### src/rtl/gb_cart_header_loader_if.sv
// External ROM read port used by the cartridge header loader.
// The loader is the master; the memory responder is the slave.
interface gb_cart_header_loader_if;
  logic [23:0] addr_bus_out;
  logic        rd_req;
  logic        rd_ack;
  logic [7:0]  data_in;

  modport master (output addr_bus_out, rd_req, input rd_ack, data_in);
  modport slave  (input addr_bus_out, rd_req, output rd_ack, data_in);
endinterface

### src/rtl/gb_cart_header_loader.sv
// Boot-time cartridge header scanner: reads ROM bytes 0x134..0x14D, publishes
// the MBC-relevant fields, verifies the header checksum and gates the CPU reset.
module gb_cart_header_loader #(
  parameter logic [23:0] ROM_BASE       = 24'h000000,
  parameter logic [15:0] TIMEOUT_CYCLES = 16'd1024,
  parameter bit          STRICT         = 1'b1
) (
  input  logic                           clock,
  input  logic                           rst,
  input  logic                           rescan,
  gb_cart_header_loader_if.master        mem,
  output logic [7:0]                     cart_type,
  output logic [7:0]                     rom_size,
  output logic [7:0]                     ram_size,
  output logic                           cgb,
  output logic                           header_ok,
  output logic                           timeout,
  output logic                           done,
  output logic                           cpu_hold
);

  typedef enum logic [2:0] {IDLE, REQ, GAP, CHECK, DONE, ERROR} state_t;

  localparam logic [8:0] OFF_FIRST = 9'h134;
  localparam logic [8:0] OFF_CGB   = 9'h143;
  localparam logic [8:0] OFF_CART  = 9'h147;
  localparam logic [8:0] OFF_ROM   = 9'h148;
  localparam logic [8:0] OFF_RAM   = 9'h149;
  localparam logic [8:0] OFF_LAST  = 9'h14D;

  state_t      state, state_next;
  logic [8:0]  offset, offset_next;
  logic [7:0]  chk;
  logic [7:0]  byte14d;
  logic [15:0] tmo_cnt;
  logic [23:0] addr_q;
  logic        rd_req_q;
  logic        consume;
  logic        tmo_hit;

  assign mem.addr_bus_out = addr_q;
  assign mem.rd_req       = rd_req_q;

  always_ff @(posedge clock or negedge rst) begin
    if (!rst) state <= IDLE;
    else      state <= state_next;
  end

  always_comb begin
    state_next  = state;
    offset_next = offset;
    consume     = 1'b0;
    tmo_hit     = 1'b0;
    case (state)
      IDLE: begin
        state_next  = REQ;
        offset_next = OFF_FIRST;
      end
      REQ: begin
        if (mem.rd_ack) begin
          consume    = 1'b1;
          // The cycle spent in CHECK doubles as the gap after the last byte.
          state_next = (offset == OFF_LAST) ? CHECK : GAP;
        end else if (TIMEOUT_CYCLES != 16'd0 && tmo_cnt == TIMEOUT_CYCLES - 16'd1) begin
          tmo_hit    = 1'b1;
          state_next = ERROR;
        end
      end
      GAP: begin
        state_next  = REQ;
        offset_next = offset + 9'd1;
      end
      CHECK:       state_next = DONE;
      DONE, ERROR: if (rescan) state_next = IDLE;
      default:     state_next = IDLE;
    endcase
  end

  always_ff @(posedge clock or negedge rst) begin
    if (!rst) begin
      offset    <= '0;
      chk       <= '0;
      byte14d   <= '0;
      tmo_cnt   <= '0;
      addr_q    <= '0;
      rd_req_q  <= 1'b0;
      cart_type <= '0;
      rom_size  <= '0;
      ram_size  <= '0;
      cgb       <= 1'b0;
      header_ok <= 1'b0;
      timeout   <= 1'b0;
      done      <= 1'b0;
      cpu_hold  <= 1'b1;
    end else begin
      offset   <= offset_next;
      tmo_cnt  <= (state == REQ && state_next == REQ) ? tmo_cnt + 16'd1 : 16'd0;
      rd_req_q <= (state_next == REQ);
      if (state_next == REQ) addr_q <= ROM_BASE + {15'd0, offset_next};
      if (state == IDLE) chk <= '0;

      if (consume) begin
        if (offset == OFF_LAST) byte14d <= mem.data_in;
        else                    chk     <= chk - mem.data_in - 8'd1;
        case (offset)
          OFF_CGB:  cgb       <= mem.data_in[7];
          OFF_CART: cart_type <= mem.data_in;
          OFF_ROM:  rom_size  <= mem.data_in;
          OFF_RAM:  ram_size  <= mem.data_in;
          default:  ;
        endcase
      end

      if (state == CHECK) begin
        header_ok <= (byte14d == chk);
        done      <= 1'b1;
        cpu_hold  <= STRICT && (byte14d != chk);
      end

      if (tmo_hit) begin
        timeout   <= 1'b1;
        header_ok <= 1'b0;
        done      <= 1'b1;
        cpu_hold  <= STRICT;
      end

      // Cart swap: drop everything published and hold the CPU again.
      if ((state == DONE || state == ERROR) && rescan) begin
        cart_type <= '0;
        rom_size  <= '0;
        ram_size  <= '0;
        cgb       <= 1'b0;
        header_ok <= 1'b0;
        timeout   <= 1'b0;
        done      <= 1'b0;
        cpu_hold  <= 1'b1;
      end
    end
  end

endmodule

### src/flat_wrapper.sv
// flat-port wrapper written by rule: the top's interface ports become plain ports
module gb_cart_header_loader_flat 
#(
  parameter logic [23:0] ROM_BASE       = 24'h000000,
  parameter logic [15:0] TIMEOUT_CYCLES = 16'd1024,
  parameter bit          STRICT         = 1'b1
)
  (clock, rst, rescan, cart_type, rom_size, ram_size, cgb, header_ok, timeout, done, cpu_hold, mem_addr_bus_out, mem_rd_req, mem_rd_ack, mem_data_in);
  gb_cart_header_loader_if mem_i ();
  input  logic clock;
  input  logic rst;
  input  logic rescan;
  output logic [7:0] cart_type;
  output logic [7:0] rom_size;
  output logic [7:0] ram_size;
  output logic cgb;
  output logic header_ok;
  output logic timeout;
  output logic done;
  output logic cpu_hold;
  output wire logic [$bits(mem_i.addr_bus_out)-1:0] mem_addr_bus_out;
  output wire logic [$bits(mem_i.rd_req)-1:0] mem_rd_req;
  input wire logic [$bits(mem_i.rd_ack)-1:0] mem_rd_ack;
  input wire logic [$bits(mem_i.data_in)-1:0] mem_data_in;
  assign mem_addr_bus_out = mem_i.addr_bus_out;
  assign mem_rd_req = mem_i.rd_req;
  assign mem_i.rd_ack = mem_rd_ack;
  assign mem_i.data_in = mem_data_in;
  gb_cart_header_loader #(.ROM_BASE(ROM_BASE), .TIMEOUT_CYCLES(TIMEOUT_CYCLES), .STRICT(STRICT)) u_core (.clock(clock), .rst(rst), .rescan(rescan), .mem(mem_i), .cart_type(cart_type), .rom_size(rom_size), .ram_size(ram_size), .cgb(cgb), .header_ok(header_ok), .timeout(timeout), .done(done), .cpu_hold(cpu_hold));
endmodule
### config.mk
export PLATFORM = sky130hd
export DESIGN_NAME = gb_cart_header_loader_flat
export DESIGN_NICKNAME = d
export VERILOG_FILES = /design/src/rtl/gb_cart_header_loader_if.sv /design/src/rtl/gb_cart_header_loader.sv /design/src/flat_wrapper.sv
export SDC_FILE = /design/constraint.sdc
export NUM_CORES = 1
export LEC_CHECK = 0
export ABC_AREA = 1
export CORE_UTILIZATION = 55
export DETAILED_ROUTE_END_ITERATION = 12
export PLACE_DENSITY = 0.82
export SLEW_MARGIN = 30
export SYNTH_ARGS = -nofsm -noshare
export SYNTH_HDL_FRONTEND = slang
export SYNTH_SLANG_ARGS = --single-unit
### constraint.sdc
create_clock -name clock -period 3.3 [get_ports clock]
set_input_delay 0.495 -clock clock [delete_from_list [all_inputs] [get_ports clock]]
set_output_delay 0.495 -clock clock [all_outputs]
set_load 0.03 [all_outputs]
==> summary.txt, run 1 <==
Route
  – Drt via density: 5.20
  – Post-route ant nets: 0
  – Drt initial violations: 198
  – Vias: 3595
  – DR WL/cell: roughly 13 um
  – Pre-antenna DRT Iters: 5
  – Total Wirelength: a little over 9000 um
  – Drt drc: 0
  – Highest routing layer actually used: met4
  – Met1 WL: 4280 um
  – Met3 wire length: 339 um
  – Met2 routed WL: roughly 4500 um

Place
  – DP Worst Slack: 0.885 ns
  – Port Buffers: 50
  – Dpl cell area: 0.00500 mm^2
  – GPL Wtd Cong: between 0.8 and 0.9
  – DP HPWL: ~6800 um

Clock network
  – Post-CTS Hold Buffers: 0
  – H-tree depth: 3
  – Clk slew on worst S/H paths: 0.09 ns
  – Later-pin clock latency in the skew report: 0.35 ns
  – CTS root buf: clkbuf_8
  – CTS tree: done
  – Post-cts sizing count: 0
  – Clock sinks: 83
  – Post-CTS Setup Repair Bufs: 0
  – TritonCTS Buffers: 9
  – Clock Tree Buf Depth: 2

Worst hold path
  – Worst Hold Class: in2async

Worst setup path
  – Critical path required time: roughly 3.5 ns
  – R2r endpoint: u_core.mem.addr_bus_out[2]$_DFFE_PN0N_
  – Critical path arrival: 2.28 ns
  – Reg2reg path depth: 8
  – R2R Setup Slk: 1.43 ns
  – Max FO, Critical Path: 3
  – CP Class: in2reg
  – Crit end category: register
  – Startpoint types: input pin
  – Worst R2R Start: u_core.state[2]$_DFF_PN0_

Global routing
  – Antenna violations before repair: 0
  – Overflow after GRT: 0
  – Number of global-route vias before repair: 3421
  – Wire length of the first global-routing pass: 15700 um
  – Pin count of the biggest net entering global routing: 84
  – Global Route Usage Sum: 0.233

Timing
  – Hold Vio Cnt, Final: 0
  – Fin crit share: 0.626
  – Setup TNS: 0 ns
  – Final setup fails: 0
  – Setup Skew: 0.0133 ns
  – Hold slack final: 0.184 ns
  – Crit path time final: 2.07 ns
  – Max-slew headroom: 0.461
  – Fmax: 484 MHz
  – Worst-margin pin slew: 0.805 ns
  – RSZ-0062 raised after global routing: false
  – Pins Over Slew Limit: 0
  – Final WS setup: 1.23 ns

Floorplanning
  – Die ar.: 0.00856 mm^2
  – Die Wd: 92.5 um
  – CORE AREA: 0.00781 mm^2
  – I/O Pins: 66
  – Initial core utilization: 0.577
  – Placement Rows: 32
  – DIE HEIGHT: 92.5 um

Job
  – Max Cap Viol: 0

Power and ir drop
  – VDD IR max: 0.509 mV
  – Power Density: 658 mW/mm^2
  – Leak: 2.59 nW

Logic synthesis
  – Asr flop ratio synth: 1.00
  – Main flop type after synthesis: dfrtp_1
  – Yosys top cell by area: dfrtp_1
  – Sequential share of the synthesized area: 0.461
  – Post-Synthesis Cell Area: 0.00451 mm^2
  – Synth top cells by count: 140 x nand2_1, 82 x dfrtp_1, 67 x nand3_1
  – Synth cell types: 36
  – Mean Syn Cell Area: about 8.4 um^2
  – Leading post-synthesis cells by cell area: dfrtp_1 46%, nand2_1 12%, nand3_1 7.4%
  – Post-synth top area share: 0.455
  – Warnings from Yosys: 0
  – Post-synth EDFFs: 0
  – Most frequent cell after synthesis: nand2_1
  – Synth Register Bits: 83
  – Post-synthesis cell count: 535

Final layout
  – Final Cell Area: 0.00520 mm^2
  – Fill cells: 646
  – Share of cells above drive strength 1: 0.103
  – Nets: 609
  – N_diodes: 0
  – Area grow syn2layout: 15.4%

Outcome
  – Outcome: completed
-- kinds of logic after synthesis --
group           count (synthesis)  synth area share
xor+xnor                       21            0.0408
fa+ha+maj                      12            0.0350
flops                          83             0.461
buf+inv                        80            0.0886
other cells                     1          0.000832
simple gates                  299             0.317
compound gates                 39            0.0569
-- worst max-delay path by stage --
stage / start / to / depth (start not counted)
6_report: mem_data_in[0] / u_core.chk[4]$_DFF_PN0_ / 9
5_1_grt: mem_data_in[0] / u_core.chk[4]$_DFF_PN0_ / 9
4_1_cts: u_core.cpu_hold$_DFFE_PN1P_ / cpu_hold / 1
3_5_place_dp: mem_data_in[0] / u_core.chk[4]$_DFF_PN0_ / 9
3_3_place_gp: mem_data_in[0] / u_core.chk[4]$_DFF_PN0_ / 9
2_1_floorplan: mem_data_in[0] / u_core.chk[4]$_DFF_PN0_ / 8
-- routing by layer --
layer,vias up,GRT usage
met5,-,0
met4,0,0.0807
met3,17,0.0452
met2,77,0.377
met1,1717,0.314
li1,1784,-
-- placed cells by master (no fill, tap or decap), types with 2 or more instances in the layout --
master	netlist	final
o21ai_1	8	8
nand3_2	5	5
nor2_4	5	5
nor2_1	50	50
nand2_4	3	3
xnor2_1	6	6
clkinvlp_4	0	2
nand2_1	140	139
nor2_8	2	2
o21ai_2	14	14
clkbuf_8	0	9
conb_1	1	15
nor2_2	3	3
ha_1	11	11
xor2_1	15	15
clkdlybuf4s50_1	0	49
clkbuf_1	1	2
dfrtp_1	82	82
nand3_1	67	67
o21ai_0	8	8
a21oi_1	5	5
nand4_1	12	12
or2_2	3	3
inv_1	53	53
nor3_1	2	2
nand2_2	4	5
-- power by group --
group	leakage, nW	internal, mW	switching [mW]
Clock	0.0901	0.354	0.366
Sequential	1.10	1.18	0.122
Combinational	1.39	0.453	0.946
-- stage by stage --
stage | cells | power (mW) | utilization
detailed placement | 676 | 2.71 | 0.641
floorplan | 549 | 2.34 | -
finish | 692 | 3.42 | 0.666
global route | 692 | 3.66 | 0.666
CTS | 692 | 3.44 | 0.665
global placement | 676 | 2.66 | 0.640
-- layout make-up --
| type | count | area, um^2 | share of cell area |
|---|---|---|---|
| sequential | 83 | 2080 | 0.400 |
| inverter | 54 | 205 | 0.0395 |
| clock buffer | 11 | 131 | 0.0253 |
| tap | 102 | 128 | 0.0246 |
| clock inverter | 5 | 62.6 | 0.0120 |
| multi-input combinational | 386 | 2080 | 0.401 |
| timing repair buffer | 51 | 509 | 0.0980 |
-- registers in the layout, indices dropped and copies added, names as in the netlist, 3 cells and up --
register	cells
u_core.rom_size	8
u_core.state	3
u_core.cart_type	8
u_core.offset	9
u_core.mem.addr_bus_out	9
u_core.tmo_cnt	16
u_core.byte14d	8
u_core.ram_size	8
u_core.chk	8
-- critical path: stages --
cell and delay, ns:
clkdlybuf4s50_1 0.53, inv_1 0.09, ha_1 0.23, fa_1 0.44, nand3_1 0.10, nand3_1 0.09, xor2_1 0.16, nand2_1 0.07
o21ai_0 0.08
(Power assumes the default switching activity.)
==> inputs of run 2 (changes only) <==
--- a/config.mk
+++ b/config.mk
@@ -6,9 +6,9 @@
 export NUM_CORES = 1
 export LEC_CHECK = 0
 export ABC_AREA = 1
-export CORE_UTILIZATION = 55
+export CORE_UTILIZATION = 49
 export DETAILED_ROUTE_END_ITERATION = 12
-export PLACE_DENSITY = 0.82
+export PLACE_DENSITY = 0.77
 export SLEW_MARGIN = 30
 export SYNTH_ARGS = -nofsm -noshare
 export SYNTH_HDL_FRONTEND = slang
==> constraint.sdc (replaced) <==
create_clock -name clock -period 1.8 [get_ports clock]
set_input_delay 0.27 -clock clock [delete_from_list [all_inputs] [get_ports clock]]
set_output_delay 0.27 -clock clock [all_outputs]
set_load 0.03 [all_outputs]
==> summary.txt, run 2 (synthesis gave the netlist of run 1 again) <==
Timing
  – Setup Skew: 0.00959 ns (was 0.0133 ns)
  – Fin crit share: 0.967
  – Crit path time final: 1.74 ns
  – Hold slack final: 0.302 ns (was 0.184 ns)
  – Final setup fails: 0 (unchanged)
  – Fmax: 575 MHz
  – Hold Vio Cnt, Final: 0 (unchanged)
  – Pins Over Slew Limit: 0 (unchanged)
  – RSZ-0062 raised after global routing: false (unchanged)

Place
  – Dpl cell area: 0.00528 mm^2 (was 0.00500 mm^2)
  – DP HPWL: 7450 um (was 6790 um)
  – Port Buffers: 50 (unchanged)
  – GPL Wtd Cong: 0.862 (was 0.856)

Global routing
  – Global Route Usage Sum: 0.227 (was 0.233)
  – Pin count of the biggest net entering global routing: 49 (was 84)
  – Overflow after GRT: 0 (unchanged)
  – Number of global-route vias before repair: 3759 (was 3421)
  – Wire length of the first global-routing pass: 17400 um (was 15700 um)
  – Antenna violations before repair: 0 (unchanged)

Worst setup path
  – Worst Setup SP: mem_data_in[0] (unchanged)
  – CP Class: in2reg (unchanged)
  – Startpoint types: input pin (unchanged)
  – R2r endpoint: u_core.byte14d[0]$_DFFE_PN0P_ (was u_core.mem.addr_bus_out[2]$_DFFE_PN0N_)
  – Max FO, Critical Path: 3 (unchanged)
  – R2R Setup Slk: 0.12 ns (was 1.43 ns)
  – Critical path arrival: 1.98 ns (was 2.28 ns)
  – Reg2reg path depth: 7 (was 8)
  – Crit end category: register (unchanged)
  – Worst R2R Start: u_core.offset[1]$_DFF_PN0_ (was u_core.state[2]$_DFF_PN0_)
  – Critical path required time: 2.04 ns (was 3.51 ns)

Final layout
  – Largest reg by FF count: u_core.tmo_cnt (unchanged)
  – N_diodes: 0 (unchanged)
  – Nets: 641 (was 609)
  – Max reg flops: 16 (unchanged)
  – Area grow syn2layout: 22.2% (was 15.4%)
  – Fin util: 0.625 (was 0.666)
  – Most frequent cells in the layout: 140 x nand2_1, 82 x dfrtp_1, 67 x nand3_1 (was 139 x nand2_1, 82 x dfrtp_1, 67 x nand3_1)
  – Final Cell Area: 0.00551 mm^2 (was 0.00520 mm^2)
  – Most common cell after layout, fill and taps aside: nand2_1 (unchanged)
  – Share of cells above drive strength 1: 0.150 (was 0.103)

Route
  – Post-route ant nets: 0 (unchanged)
  – Drt via density: 5.12 (was 5.20)
  – Drt drc: 6 (was 0)
  – DR WL/cell: 13.6 um (was 13.4 um)
  – Vias: 3738 (was 3595)
  – Drt initial violations: 198 (unchanged)
  – Total Wirelength: 9950 um (was 9270 um)
  – Pre-antenna DRT Iters: 9 (was 5)

Power and ir drop
  – Clock Power Share: 0.226 (was 0.211)
  – Sw frac: 0.411 (was 0.420)
  – Leak: 2.77 nW (was 2.59 nW)
  – Internal: 3.97 mW (was 1.98 mW)
  – Power Density: 1220 mW/mm^2 (was 658 mW/mm^2)
  – Reg power frac: 0.354 (was 0.380)
  – Combinational power share: 0.420 (was 0.409)
  – VDD IR max: 0.869 mV (was 0.509 mV)
  – Switching pwr: 2.77 mW (was 1.43 mW)

Floorplanning
  – CORE AREA: 0.00881 mm^2 (was 0.00781 mm^2)
  – Die ar.: 0.00958 mm^2 (was 0.00856 mm^2)
  – Placement Rows: 34 (was 32)
  – Initial core utilization: 0.512 (was 0.577)
  – Die Wd: 97.9 um (was 92.5 um)
  – I/O Pins: 66 (unchanged)
  – DIE HEIGHT: 97.9 um (was 92.5 um)

Worst hold path
  – Worst Hold Class: in2async (unchanged)

Clock network
  – Clock sinks: 83 (unchanged)
  – CTS root buf: clkbuf_8 (unchanged)
  – Later-pin clock latency in the skew report: 0.37 ns (was 0.35 ns)
  – TritonCTS Buffers: 9 (unchanged)
  – H-tree depth: 3 (unchanged)
  – Clock Tree Buf Depth: 2 (unchanged)
  – Clk slew on worst S/H paths: 0.09 ns (about the same)
  – CTS tree: done (unchanged)

Job
  – Max Cap Viol: 0 (unchanged)

Outcome
  – Outcome: finished with violations (was completed)
  – Failing checks: DRC
==> run 2: changes by cell type in the layout (fill, tap and decap cells not counted), sizes merged <==
cell	previous run	this run
dlygate4sd2	0	1
bufinv	1	2
inv	55	56
clkdlybuf4s50	49	48
clkbuf	11	9
clkinvlp	2	0
clkinv	1	3
dlygate4sd3	0	1
buf	2	33
==> run 2: layer usage <==
layer	part of all wire	track usage	vias to the layer above
met4	0.018	0.0793	0
met5	0	0	-
met3	0.038	0.0494	17
met2	0.49	0.380	102
li1	-	-	1850
met1	0.45	0.293	1769
==> run 2: how the worst max path moves through the flow <==
stage                                   end  slack, ns  depth (start not counted)
floorplan           u_core.chk[4]$_DFF_PN0_       0.27                          7
global placement    u_core.chk[4]$_DFF_PN0_      -0.23                          9
detailed placement  u_core.chk[4]$_DFF_PN0_      -0.31                          9
CTS                 u_core.chk[4]$_DFF_PN0_       0.07                          9
global route        u_core.chk[4]$_DFF_PN0_      0.006                          9
finish              u_core.chk[4]$_DFF_PN0_       0.06                          9
==> run 2: per-stage QoR <==
stage,setup slack (ns),power (mW),cells,setup TNS [ns]
global placement,-0.230,5.14,713,-0.880
floorplan,0.275,4.28,549,0
detailed placement,-0.311,5.24,713,-1.14
global route,0.00564,7.19,730,0
CTS,0.0745,6.79,730,0
finish,0.0602,6.74,730,0
==> run 2: critical path, stage by stage <==
cell	delay, ns
clkdlybuf4s50_1	0.49
inv_1	0.07
ha_1	0.23
fa_1	0.43
nand3_1	0.10
nand3_1	0.09
xor2_1	0.15
nand2_1	0.07
o21ai_0	0.08
==> run 2: power groups by stage <==
| stage | Clock (mW) | Sequential, mW | Combinational (mW) |
|---|---|---|---|
| floorplan | 0 | 2.67 | 1.62 |
| global route | 1.64 | 2.42 | 3.13 |
| CTS | 1.56 | 2.38 | 2.85 |
| global placement | 0 | 2.40 | 2.74 |
| detailed placement | 0 | 2.41 | 2.82 |
| finish | 1.53 | 2.38 | 2.83 |
==> run 2: final cells by class <==
class	count	area, um^2
clock buffer	9	124
clock inverter	7	100
fill	731	3300
inverter	54	205
multi-input combinational	386	2080
sequential	83	2080
tap	108	135
timing repair buffer	83	785
==> run 2: what timing repair did <==
item,4_1_cts,5_1_grt
endpoints found under the setup margin,1,0
resized for setup,1,0
buffers inserted,0,0
hold endpoints to repair,14,0
hold buffers,1,0
